[src/rtl/rbm_batch_controller.sv]
// rbm_batch_controller: runs an RBM core over a batch of images and takes an argmax of each image's scores.
// Optional feature: define RBM_ACCURACY_EN to count predictions that match label_in.
module rbm_batch_controller #(
    parameter int BITLENGTH       = 12,
    parameter int OUTPUT_DIM      = 10,
    parameter int IMAGE_NUM       = 16,
    parameter int ADDR_W          = 4,
    parameter int LABEL_W         = 4,
    parameter int CNT_W           = 8,
    parameter int TIMEOUT         = 4096,
    parameter int CORE_RST_CYCLES = 3
) (
    input  logic                            clock,
    input  logic                            reset,
    input  logic                            start,
    output logic [ADDR_W-1:0]               img_addr,
    input  logic [LABEL_W-1:0]              label_in,
    output logic                            core_reset,
    output logic                            core_data_valid,
    input  logic                            core_finish,
    input  logic [OUTPUT_DIM*BITLENGTH-1:0] core_out,
    output logic [LABEL_W-1:0]              pred_label,
    output logic                            pred_valid,
    output logic [CNT_W-1:0]                img_count,
    output logic [CNT_W-1:0]                correct_count,
    output logic                            timeout_err,
    output logic                            busy,
    output logic                            done
);
    localparam int WD_W = $clog2(TIMEOUT + 1);
    localparam int RC_W = $clog2(CORE_RST_CYCLES + 1);
    localparam int IX_W = $clog2(OUTPUT_DIM + 1);

    typedef enum logic [2:0] {IDLE, CORE_RST, RUN, SCORE, NEXT, DONE} state_t;

    state_t                          state;
    logic [RC_W-1:0]                 rcnt;
    logic [WD_W-1:0]                 wdog;
    logic [IX_W-1:0]                 sidx;
    logic [OUTPUT_DIM*BITLENGTH-1:0] scores;
    logic signed [BITLENGTH-1:0]     best;
    logic signed [BITLENGTH-1:0]     cur;
    logic [LABEL_W-1:0]              best_idx;
    logic [LABEL_W-1:0]              win_idx;
    logic                            finish_q;
    logic                            take;

    // Element 0 is seeded at capture, so SCORE walks 1..OUTPUT_DIM-1 and spends its last cycle presenting the result.
    assign cur     = scores[int'(sidx)*BITLENGTH +: BITLENGTH];
    assign take    = cur > best;
    assign win_idx = take ? LABEL_W'(sidx) : best_idx;
    assign busy    = !(state == IDLE || state == DONE);
    assign done    = state == DONE;

    always_ff @(posedge clock or posedge reset) begin
        if (reset) begin
            state           <= IDLE;
            img_addr        <= '0;
            img_count       <= '0;
            pred_label      <= '0;
            pred_valid      <= 1'b0;
            timeout_err     <= 1'b0;
            core_reset      <= 1'b1;
            core_data_valid <= 1'b0;
            rcnt            <= '0;
            wdog            <= '0;
            sidx            <= '0;
            scores          <= '0;
            best            <= '0;
            best_idx        <= '0;
            finish_q        <= 1'b0;
        end else begin
            finish_q   <= core_finish;
            pred_valid <= 1'b0;
            case (state)
                IDLE, DONE: begin
                    core_reset <= 1'b0;
                    if (start) begin
                        img_addr    <= '0;
                        img_count   <= '0;
                        timeout_err <= 1'b0;
                        rcnt        <= '0;
                        core_reset  <= 1'b1;
                        state       <= CORE_RST;
                    end
                end
                CORE_RST: begin
                    if (rcnt == RC_W'(CORE_RST_CYCLES - 1)) begin
                        core_reset      <= 1'b0;
                        core_data_valid <= 1'b1;
                        wdog            <= '0;
                        state           <= RUN;
                    end else begin
                        rcnt <= rcnt + 1'b1;
                    end
                end
                RUN: begin
                    // A finish edge beats a watchdog expiry in the same cycle.
                    if (core_finish && !finish_q) begin
                        scores          <= core_out;
                        best            <= core_out[BITLENGTH-1:0];
                        best_idx        <= '0;
                        sidx            <= IX_W'(1);
                        core_data_valid <= 1'b0;
                        state           <= SCORE;
                    end else if (wdog == WD_W'(TIMEOUT - 1)) begin
                        timeout_err     <= 1'b1;
                        pred_label      <= '1;
                        pred_valid      <= 1'b1;
                        core_data_valid <= 1'b0;
                        state           <= NEXT;
                    end else begin
                        wdog <= wdog + 1'b1;
                    end
                end
                SCORE: begin
                    if (pred_valid) begin
                        state <= NEXT;
                    end else begin
                        best     <= take ? cur : best;
                        best_idx <= win_idx;
                        sidx     <= sidx + 1'b1;
                        if (sidx == IX_W'(OUTPUT_DIM - 1)) begin
                            pred_label <= win_idx;
                            pred_valid <= 1'b1;
                        end
                    end
                end
                NEXT: begin
                    if (img_count != '1) img_count <= img_count + 1'b1;
                    if (img_count >= CNT_W'(IMAGE_NUM - 1)) begin
                        state <= DONE;
                    end else begin
                        img_addr   <= img_addr + 1'b1;
                        rcnt       <= '0;
                        core_reset <= 1'b1;
                        state      <= CORE_RST;
                    end
                end
                default: state <= IDLE;
            endcase
        end
    end

`ifdef RBM_ACCURACY_EN
    // Only the SCORE-side strobe can count; a timeout strobe fires from NEXT.
    always_ff @(posedge clock or posedge reset) begin
        if (reset)
            correct_count <= '0;
        else if (start && (state == IDLE || state == DONE))
            correct_count <= '0;
        else if (state == SCORE && pred_valid && pred_label == label_in && correct_count != '1)
            correct_count <= correct_count + 1'b1;
    end
`else
    logic unused_label;
    assign unused_label  = ^label_in;
    assign correct_count = '0;
`endif

endmodule
[config.mk]
export PLATFORM = sky130hd
export DESIGN_NAME = rbm_batch_controller
export DESIGN_NICKNAME = d
export VERILOG_FILES = /design/src/rtl/rbm_batch_controller.sv
export SDC_FILE = /design/constraint.sdc
export NUM_CORES = 1
export LEC_CHECK = 0
export CAP_MARGIN = 20
export CORE_AREA = 2 2 142 144
export CTS_BUF_LIST = sky130_fd_sc_hd__clkbuf_8
export DETAILED_ROUTE_END_ITERATION = 10
export DIE_AREA = 0 0 144 146
export PLACE_DENSITY = 0.7
export SYNTH_ARGS = -nofsm -noshare
export SYNTH_HDL_FRONTEND = slang
export SYNTH_SLANG_ARGS = --single-unit
[constraint.sdc]
create_clock -name clock -period 10.62 [get_ports clock]
set_input_delay 2.124 -clock clock [delete_from_list [all_inputs] [get_ports clock]]
set_output_delay 2.124 -clock clock [all_outputs]
set_load 0.01 [all_outputs]
==> out/results.ini, run 1 <==
[power]
combPwrFrac = 0.419
intPower_mw = 1.767
ir_drop_mv = 0.1482
p_clk_frac = 0.168
switching_share = 0.3566
p_seq_frac = 0.413
leakagePower_nw = 4.718
p_per_area_nw_per_um2 = 255.9
switchingPower_mw = 0.9793

[grt]
grt_pass1_vias = 6193
grt_pass1_wl_microns = 31430
overflow = 0
track_usage = 0.1923
grt_max_degree = 102
antenna_found_initial = 1

[synth]
async_flop_share = 1.000
synth_top_area_frac = 0.5145
avgSynthCellArea_sq_um = 12.86
synth_cells = 673
synth_area_leaders = dfrtp_1 51%, mux2_2 17%, mux4_2 6.2%
synth_seq_cells = 179
synthAdderAreaFrac = 0.02602
ys_warn_count = 0
synth-seq-area-share = 0.5176
yosys.area.top_type = dfrtp_1
synth_edf_count = 0
synth_xor_area_frac = 0.01922
synthesis.area_sq_um = 8657
synth_top_family_by_area = multiplexers
synth_ff_type = dfrtp_1
synth_compound_area_frac = 0.04755
yosysUniqueCellTypes = 54
synth_mux_area_frac = 0.2668
synth-simple-area-share = 0.08730

[clock_tree]
cts.clk_slew.worst_paths_ns = 0.10
cts_tree = yes
cts_sinks = 179
cts-root-buf = clkbuf_8
cts_setup_buffers = 0
cts_resized = 0
numCtsBuffers = 17
insertion_delay_ns = 0.47
clk_path_buf_depth = 2
cts.htree.levels = 4
postCtsHoldBufs = 0

[critical_path]
critical_path.top_delay_family = compound AO/OA/AOI/OAI gates
start_kind = flip-flop
crit_buf_inv = 1
cpMostUsedCell = nand2_1
critPathKind = flip-flop to flip-flop
required_ns = 10.97
crit_chain = buf_4, mux4_2, a22oi_1, nand2_1, ha_1, nand4_1, a2111oi_1, o211ai_2, nand2_1, mux2_2
critPathMaxStageDelay_ns = 0.66
r2r-start = sidx[0]
r2r_slack_ns = 6.05
r2r_cells = 10
crit_fanout = 23
cp_data_arrival_time_ns = 4.92
slowest_stage = dfrtp_2
reg2reg_to = best[0]
endpoint_kind = flip-flop

[layout]
nets = 953
n_antenna_cell = 0
fin_cells = 1085
area_delta_synth_final_pct = 23.95
layout-drive-gt1-share = 0.2573

[timing]
finalCriticalPeriod_ns = 4.569
fmax_mhz = 218.9
period_share = 0.4302
tns_ns = 0
slew_violations = 0
worstMarginPinSlew_ns = 1.018
slew_headroom = 0.3216
fin_skew_ns = 0.02166
rsz0062_at_grt = no
setup_viol = 0
hold_viol_final = 0

[placed_design]
hpwlAfterDp_microns = 13910
routabilityCongestion = 0.8072
port_buffers = 145
dp_cells = 1052

[route]
wl_per_cell_microns = 17.56
dr.pass1.iters = 4
drtIter0Drc = 294
drcViolationCount = 0
num_vias = 5717
ant_nets = 0
wirelength_microns = 19060
viasPerCell = 5.269

[run_status]
status = finished, final reports clean

[floorplanning]
io_pins = 158
floorplan.die_area_sq_um = 21020
die_h_microns = 146
start_util = 0.4477
core-area_sq_um = 19330
rows = 51
die_x_microns = 144

[hold_path]
min_to = core_reset
hp-class = flip-flop to flip-flop
hold_path_depth = 2
min_from = core_reset

[run]
cap_viol_max_count = 0

[per-stage QoR]
| step | worst slack [ns] | instance area (sq um) | hold slack [ns] | total power, mW | utilization |
|---|---|---|---|---|---|
| floorplan | 3.639 | 8683 | 0.4686 | 1.971 | - |
| global placement | 5.874 | 10300 | 0.4673 | 2.253 | 0.5325 |
| detailed placement | 5.821 | 10300 | 0.4731 | 2.307 | 0.5325 |
| CTS | 6.013 | 10700 | 0.5001 | 2.775 | 0.5535 |
| global route | 5.620 | 10730 | 0.5255 | 2.957 | 0.5550 |
| finish | 6.051 | 10730 | 0.4956 | 2.746 | 0.5550 |
[flip-flops by register name (all words and copies together), names as in the netlist, 2 cells and up]
| name | count |
|---|---|
| pred_label | 4 |
| best | 12 |
| img_count | 8 |
| state | 3 |
| rcnt | 2 |
| sidx | 4 |
| scores | 120 |
| img_addr | 4 |
| wdog | 13 |
| best_idx | 4 |
[final cells by class]
type,count,area [sq um]
Clock buffer,18,247.7
Clock inverter,14,158.9
Fill cell,1598,8605
Inverter,22,87.58
Multi-Input combinational cell,436,3906
Sequential cell,179,4482
Tap cell,265,331.6
Timing Repair Buffer,151,1516
[power by group through the flow]
| stage | Clock (mW) | Combinational [mW] | Sequential, mW |
|---|---|---|---|
| global route | 0.504 | 1.28 | 1.17 |
| global placement | 0 | 1.13 | 1.13 |
| finish | 0.461 | 1.15 | 1.13 |
| floorplan | 0 | 0.890 | 1.08 |
| detailed placement | 0 | 1.16 | 1.15 |
| CTS | 0.475 | 1.17 | 1.13 |
[how the worst max path moves through the flow]
stage	endpoint	depth (start not counted)	slack, ns	from
after floorplan	best[0]	1	3.64	reset
after global placement	scores[18]	5	5.87	core_finish
after detailed placement	scores[30]	5	5.82	core_finish
after CTS	best[0]	10	6.01	sidx[0]
after global routing	best[0]	10	5.62	sidx[0]
final	best[0]	10	6.05	sidx[0]
[tightest hold or removal path, cell delays in order (launching register included)]
cell and delay, ns:
dfstp_2 0.39, o31ai_1 0.06, nand2_1 0.06
[logic make-up after synthesis]
logic type	Yosys count
buf+inv	65
mux	184
other cells	1
fa+ha+maj	18
flops	179
xor+xnor	19
compound gates	61
simple gates	146
[cell usage after synthesis, drive strengths merged, types with 11 or more instances]
master,number
ha,18
mux2,134
a21oi,17
nor2,33
mux2i,26
buf,22
clkbuf,21
mux4,24
dfrtp,178
nand2,34
nand4,11
nand3,24
a22oi,11
o21ai,14
inv,22
[layer usage]
layer / vias to the layer above / GRT usage / part of all wire
met1: 2851 / 0.2398 / 0.41
met2: 157 / 0.3205 / 0.51
met5: - / 0 / 0.00068
li1: 2691 / - / -
met3: 16 / 0.06943 / 0.072
met4: 2 / 0.04314 / 0.011
[cell usage in the layout (no fill, tap or decap), types with 6 or more instances in the layout]
cell type	synthesis	final
o21ai_0	12	12
a22oi_1	11	11
xor2_1	10	10
ha_1	18	18
clkbuf_8	0	18
dfrtp_1	178	177
clkdlybuf4s50_1	0	145
and3_1	6	6
inv_1	22	21
nand3_1	24	24
nand4_1	10	10
mux2_2	134	134
nor3_1	9	9
nand2_1	34	33
mux4_2	24	24
nor2_1	31	31
a21oi_1	16	16
conb_1	1	8
xnor2_1	9	9
mux2i_1	26	26
Power figures use the tool's default switching activity.
==> inputs of run 2 (changes only) <==
- PLACE_DENSITY: 0.7 -> 0.72
- clock period: 10.62 -> 4.1 ns (I/O delays scaled with it)
==> run 2 against run 1 <==
Non-clock buffer count grew 11. Clock skew shrank 0.0036 ns. Power grew to 2.7 times the previous value. Sequential power grew to 2.6 times the previous value. First-iteration DRC count shrank 25%. Combinational power grew to 2.6 times the previous value. Sequential share of layout area shrank 0.56 points.
==> out/results.ini, run 2 (synthesized netlist as in run 1, its figures left out) <==
[critical_path]
reg2reg_to = best[6]  ; was best[0]
r2r_slack_ns = 0.40  ; was 6.05 ns
critical_path.top_delay_family = compound AO/OA/AOI/OAI gates  ; unchanged
crit_chain = buf_4, mux4_2, a22oi_1, nand2_1, ha_1, nor2b_1, o211ai_1, a2111oi_1, o211ai_2, nand2_1, buf_4, mux2i_1  ; was buf_4, mux4_2, a22oi_1, nand2_1, ha_1, nand4_1, a2111oi_1, o211ai_2, nand2_1, mux2_2
required_ns = 4.49  ; was 10.97 ns
critPathKind = flip-flop to flip-flop  ; unchanged
endpoint_kind = flip-flop  ; unchanged
r2r_cells = 12  ; was 10
start_kind = flip-flop  ; unchanged
crit_fanout = 17  ; was 23
r2r-start = sidx[0]  ; unchanged
critPathMaxStageDelay_ns = 0.57  ; was 0.66 ns
cp_data_arrival_time_ns = 4.09  ; was 4.92 ns
crit_buf_inv = 2  ; was 1
slowest_stage = a2111oi_1  ; was dfrtp_2

[clock_tree]
cts.htree.levels = 4  ; unchanged
cts.clk_slew.worst_paths_ns = 0.10  ; about the same
cts_setup_buffers = 0  ; unchanged
postCtsHoldBufs = 0  ; unchanged
cts-root-buf = clkbuf_8  ; unchanged
clk_path_buf_depth = 2  ; unchanged
cts_resized = 0  ; unchanged
numCtsBuffers = 17  ; unchanged
cts_sinks = 179  ; unchanged
insertion_delay_ns = 0.47  ; about the same
cts_tree = yes  ; unchanged

[floorplanning]
floorplan.die_area_sq_um = 21020  ; unchanged
die_x_microns = 144  ; unchanged
rows = 51  ; unchanged
die_h_microns = 146  ; unchanged
core-area_sq_um = 19330  ; unchanged
start_util = 0.4477  ; unchanged
io_pins = 158  ; unchanged

[layout]
largest_reg_flops = 120  ; unchanged
area_delta_synth_final_pct = 25.62  ; was 23.95%
fin_cells = 1096  ; was 1,085
reg_top3 = scores (120), wdog (13), best (12)  ; unchanged
n_antenna_cell = 0  ; unchanged
layout-drive-gt1-share = 0.2659  ; was 0.2573
layout_commonest_cell = dfrtp_1  ; unchanged
final_cell_mix = 177 x dfrtp_1, 145 x clkdlybuf4s50_1, 134 x mux2_2  ; unchanged
largest_register = scores  ; unchanged
nets = 964  ; was 953

[route]
viasPerCell = 5.225  ; was 5.269
dr.pass1.iters = 4  ; unchanged
drcViolationCount = 0  ; unchanged
ant_nets = 0  ; unchanged
wirelength_microns = 18610  ; was 19,060 microns
wl_per_cell_microns = 16.98  ; was 17.56 microns
drtIter0Drc = 220  ; was 294
num_vias = 5727  ; was 5,717

[timing]
slew_violations = 0  ; unchanged
hold_viol_final = 0  ; unchanged
slew_headroom = 0.4241  ; was 0.3216
setup_viol = 0  ; unchanged
hold_ws_ns = 0.4790  ; was 0.4956 ns
fmax_mhz = 270.4  ; was 218.9 MHz
fin_skew_ns = 0.01804  ; was 0.02166 ns
timing.final.ws_setup_ns = 0.4015  ; was 6.051 ns
rsz0062_at_grt = no  ; unchanged
worstMarginPinSlew_ns = 0.8639  ; was 1.018 ns
finalCriticalPeriod_ns = 3.699  ; was 4.569 ns
tns_ns = 0  ; unchanged
period_share = 0.9021  ; was 0.4302

[placed_design]
routabilityCongestion = 0.8065  ; was 0.8072
hpwlAfterDp_microns = 13520  ; was 13,910 microns
dp_slack_ns = 0.4157  ; was 5.821 ns
port_buffers = 145  ; unchanged
dp_cells = 1064  ; was 1,052

[run]
cap_viol_max_count = 0  ; unchanged

[hold_path]
min_from = core_reset  ; unchanged
hold_path_depth = 2  ; unchanged
hp-class = flip-flop to flip-flop  ; unchanged
min_to = core_reset  ; unchanged

[power]
p_per_area_nw_per_um2 = 669.6  ; was 255.9 nW/um^2
leakagePower_nw = 4.796  ; was 4.718 nW
ir_drop_mv = 0.2836  ; was 0.1482 mV

[grt]
antenna_found_initial = 1  ; unchanged
track_usage = 0.1911  ; was 0.1923
grt_max_degree = 54  ; was 102
grt_pass1_wl_microns = 31200  ; was 31,430 microns
grt_pass1_vias = 5953  ; was 6,193
overflow = 0  ; unchanged

[run_status]
status = finished, final reports clean  ; unchanged

run 2: per-layer routing:
metal  track usage  routed length, microns  part of all wire  vias up
li1              -                       -                 -     2708
met2        0.3024                    8838              0.47      139
met4       0.05049                     246             0.013        2
met5             0                      11           0.00059        -
met3       0.04771                     955             0.051       18
met1        0.2638                    8561              0.46     2860
run 2: worst register-to-register path, cell delays in order (launching register included):
cell and delay [ns]:
dfrtp_2 0.54, buf_4 0.33, mux4_2 0.56, a22oi_1 0.15
nand2_1 0.09, ha_1 0.29, nor2b_1 0.14, o211ai_1 0.09
a2111oi_1 0.57, o211ai_2 0.26, nand2_1 0.20, buf_4 0.21
mux2i_1 0.19
run 2: how the worst max path moves through the flow:
stage / from / to / cells after the start
4_1_cts: sidx[0] / best[4] / 12
6_report: sidx[0] / best[6] / 12
3_5_place_dp: sidx[0] / best[0] / 11
5_1_grt: sidx[0] / best[11] / 12
3_3_place_gp: sidx[0] / best[11] / 12
2_1_floorplan: sidx[0] / best[11] / 13
run 2: per-stage QoR:
| step | cell area (sq um) | util | total power, mW |
|---|---|---|---|
| floorplan | 8687 | - | 5.107 |
| global placement | 10450 | 0.5403 | 5.928 |
| detailed placement | 10450 | 0.5403 | 6.022 |
| CTS | 10880 | 0.5625 | 7.355 |
| global route | 10880 | 0.5625 | 7.807 |
| finish | 10880 | 0.5625 | 7.282 |
run 2: cell type report:
class | count | area, sq um
Fill cell | 1596 | 8459
Tap cell | 265 | 331.6
Clock buffer | 17 | 234.0
Clock inverter | 15 | 193.9
Sequential cell | 179 | 4482
Inverter | 22 | 86.33
Multi-Input combinational cell | 436 | 3906
Timing Repair Buffer | 162 | 1642
run 2: power breakdown:
part	total, mW	switching (mW)	internal [mW]
Clock	1.31	0.687	0.622
Sequential	2.93	0.427	2.50
Combinational	3.04	1.38	1.66
Total	7.28	2.50	4.79
==> inputs of run 3 (changes only) <==
- HOLD_SLACK_MARGIN: default -> 0.12
==> results of run 3 <==
No change in the layout: final DEF, timing and power equal those of run 2.
==> edit (flow settings as in run 2) <==
Set the parameter `OUTPUT_DIM` to 5 (it was 10).
--- a/src/rtl/rbm_batch_controller.sv
+++ b/src/rtl/rbm_batch_controller.sv
@@ -2,7 +2,7 @@
 // Optional feature: define RBM_ACCURACY_EN to count predictions that match label_in.
 module rbm_batch_controller #(
     parameter int BITLENGTH       = 12,
-    parameter int OUTPUT_DIM      = 10,
+    parameter int OUTPUT_DIM      = 5,
     parameter int IMAGE_NUM       = 16,
     parameter int ADDR_W          = 4,
     parameter int LABEL_W         = 4,
Ports: changed (resized core_out); port bits go from 158 to 98. No check against the original RTL was run, so the function may have changed too.
==> edit against run 2 <==
  * First-iteration DRC count is 7.7% lower
  * Sequential cell count is 61 lower
  * Synthesized area is 32% lower
  * Die area stayed put
  * Wire length is 32% lower
  * Power is 28% lower
  * Sequential power is 34% lower
  * Worst setup slack better by 0.19 ns
  * Critical path depth is 1 lower
  * Sequential share of layout area is 1.4 points lower
  * Count of clock-buffer cells in the layout stayed put
  * Clock skew is 0.0068 ns lower
  * Cell area is 32% lower
  * Critical path type unchanged
  * Highest routed layer is now met4
==> edit: results (changes against run 2) <==
The run finished with clean final reports. The number of antenna violations at the first check in global routing is 0 (-1), and the layout cell share with drive strength beyond 1 is 21.0% (-5.6 points). The first-iteration detailed-routing DRC count was 203 (-7.7%); the clock transition time at the flip-flop clock pins of the worst setup and hold paths was 0.08 ns (-0.02 ns).

The post-detailed-route via-to-cell ratio came out at 4.61 (-12%). Flip-flop count of the largest register, all copies and words added: 60 (-50%). The run gives 0.557 ns (+0.141 ns) as the worst-case setup slack after placement. The logs give 20.1% (-10 points) for the met2 capacity usage during global routing and 6010 um (-30%) for the sum of routed wire segments on met1. The maximum fanout count along the critical path was 18 (+1); the worst hold margin was 0.463 ns (-0.0161 ns). The routability congestion estimate from global placement was 0.760 (-5.8%). The clock tree buffer depth is 2 (unchanged). On the critical path the largest part of the delay comes from compound AO/OA/AOI/OAI gates. The proportion of synthesized chip area in sequential cells was 50.4% (-1.3 points). The logs give 0.43 ns (-0.04 ns) for the clock latency at the later pin of the worst-skew pair and 3975 (-33%) for the number of global-route vias before repair. The largest registers in the layout are scores (60), wdog (13), best (12). Met1 usage: 17.6% (-8.8 points).

By count the netlist is led by 117 x sky130_fd_sc_hd__dfrtp_1, 62 x sky130_fd_sc_hd__mux2_2, 33 x sky130_fd_sc_hd__nand2_1, 28 x sky130_fd_sc_hd__nor2_1, 26 x sky130_fd_sc_hd__mux2i_1. For the arrival time at the worst endpoint, the log shows 3.87 ns (-0.22 ns). By area the synthesized netlist is led by sky130_fd_sc_hd__dfrtp_1 50%, sky130_fd_sc_hd__mux2_2 12%, sky130_fd_sc_hd__mux4_2 4.6%.

The post-DP HPWL was 9520 um (-30%); the wire length after detailed routing was 12700 um (-32%). The leakage power total was 3.36 nW (-30%); the largest net degree at the start of global routing was 80 (+48%). The fraction of met3 tracks used by global routing came out at 2.93% (-1.8 points). For the largest vdd supply drop, the log shows 0.259 mV (-8.7%). The number of buffers created by CTS was 17 (unchanged). The tools report the total met2 wirelength after detailed routing as 6080 um (-31%).

The logs give 0 (unchanged) for the quantity of gates resized following cts and 0.59 ns (+0.19 ns) for the register-to-register path setup slack. For the all-layer global routing usage, the log shows 12.8% (-6.3 points). The wire length of the first global-routing pass is 20800 um (-33%), and the highest cell delay on the worst timing path is 0.54 ns (-0.03 ns). Part of the total power dissipated in combinational logic: 42.1% (+0.3 points). The count of unique library cells instantiated by Yosys is 48 (-11%), and the depth of the most critical reg-to-reg path is 11 (-1).

For the sum of met3 wire segment lengths after detailed routing, the log shows 472 um (-51%). Signal routing reaches up to met4. The source of the worst hold timing path was core_reset.

In this run the critical register-to-register path is captured at best[9]. The count of buffers from port buffering is 85 (-41%). Switching power share of the total: 35.2% (+0.93 points). The tools report the worst-case clock skew as 0.0113 ns (-0.00679 ns). The transition time at the pin with the least slew margin came out at 0.648 ns (-0.216 ns).

The cell with the largest stage delay on the worst path is sky130_fd_sc_hd__mux4_2.
==> edit: changes by cell type in the layout (fill, tap and decap cells not counted), sizes merged, moves of 5 or more <==
cell	delta
nor4	-5
clkdlybuf4s50	-60
inv	-8
nor2	-5
a22oi	-10
mux4	-12
a22o	+14
buf	-6
mux2	-72
dfrtp	-61
nand3	-11
nor3	-5
==> edit: logic make-up (layout without fill, tap and decap cells) <==
group           Yosys count  after routing  share of synthesized area (%)
xor+xnor                 20             20                           2.99
simple gates            121            121                           10.2
compound gates           61             61                           7.35
mux                     100            100                           21.0
other cells               1              8                         0.0640
buf+inv                  49            148                           4.17
fa+ha+maj                18             18                           3.85
flops                   118            118                           50.4
==> edit: through the flow <==
stage | instance area (sq um) | instances
after floorplan | 5880 | 495
after global placement | 6980 | 826
after detailed placement | 6980 | 826
after CTS | 7390 | 858
after global routing | 7420 | 859
final | 7420 | 859
==> edit: how the worst max path moves through the flow <==
stage | from | end | slack (ns)
finish | sidx[0] | best[9] | 0.59
global route | sidx[0] | best[5] | 0.33
CTS | sidx[0] | best[6] | 0.56
detailed placement | sidx[0] | best[9] | 0.56
global placement | sidx[0] | best[10] | 0.62
floorplan | reset | best[0] | 0.15
==> edit: power groups by stage <==
stage               Clock, mW  Combinational (mW)  Sequential, mW
global placement            0                2.16            1.93
CTS                      1.13                2.22            1.93
finish                   1.09                2.20            1.93
global route             1.18                2.44            1.99
detailed placement          0                2.21            1.95
floorplan                   0                1.72            1.85
==> edit: final cells by class <==
cell class | instances | area [sq um]
Clock buffer | 17 | 234
Fill cell | 1873 | 11900
Clock inverter | 15 | 179
Inverter | 20 | 77.6
Timing Repair Buffer | 96 | 953
Multi-Input combinational cell | 328 | 2690
Tap cell | 265 | 332
Sequential cell | 118 | 2950
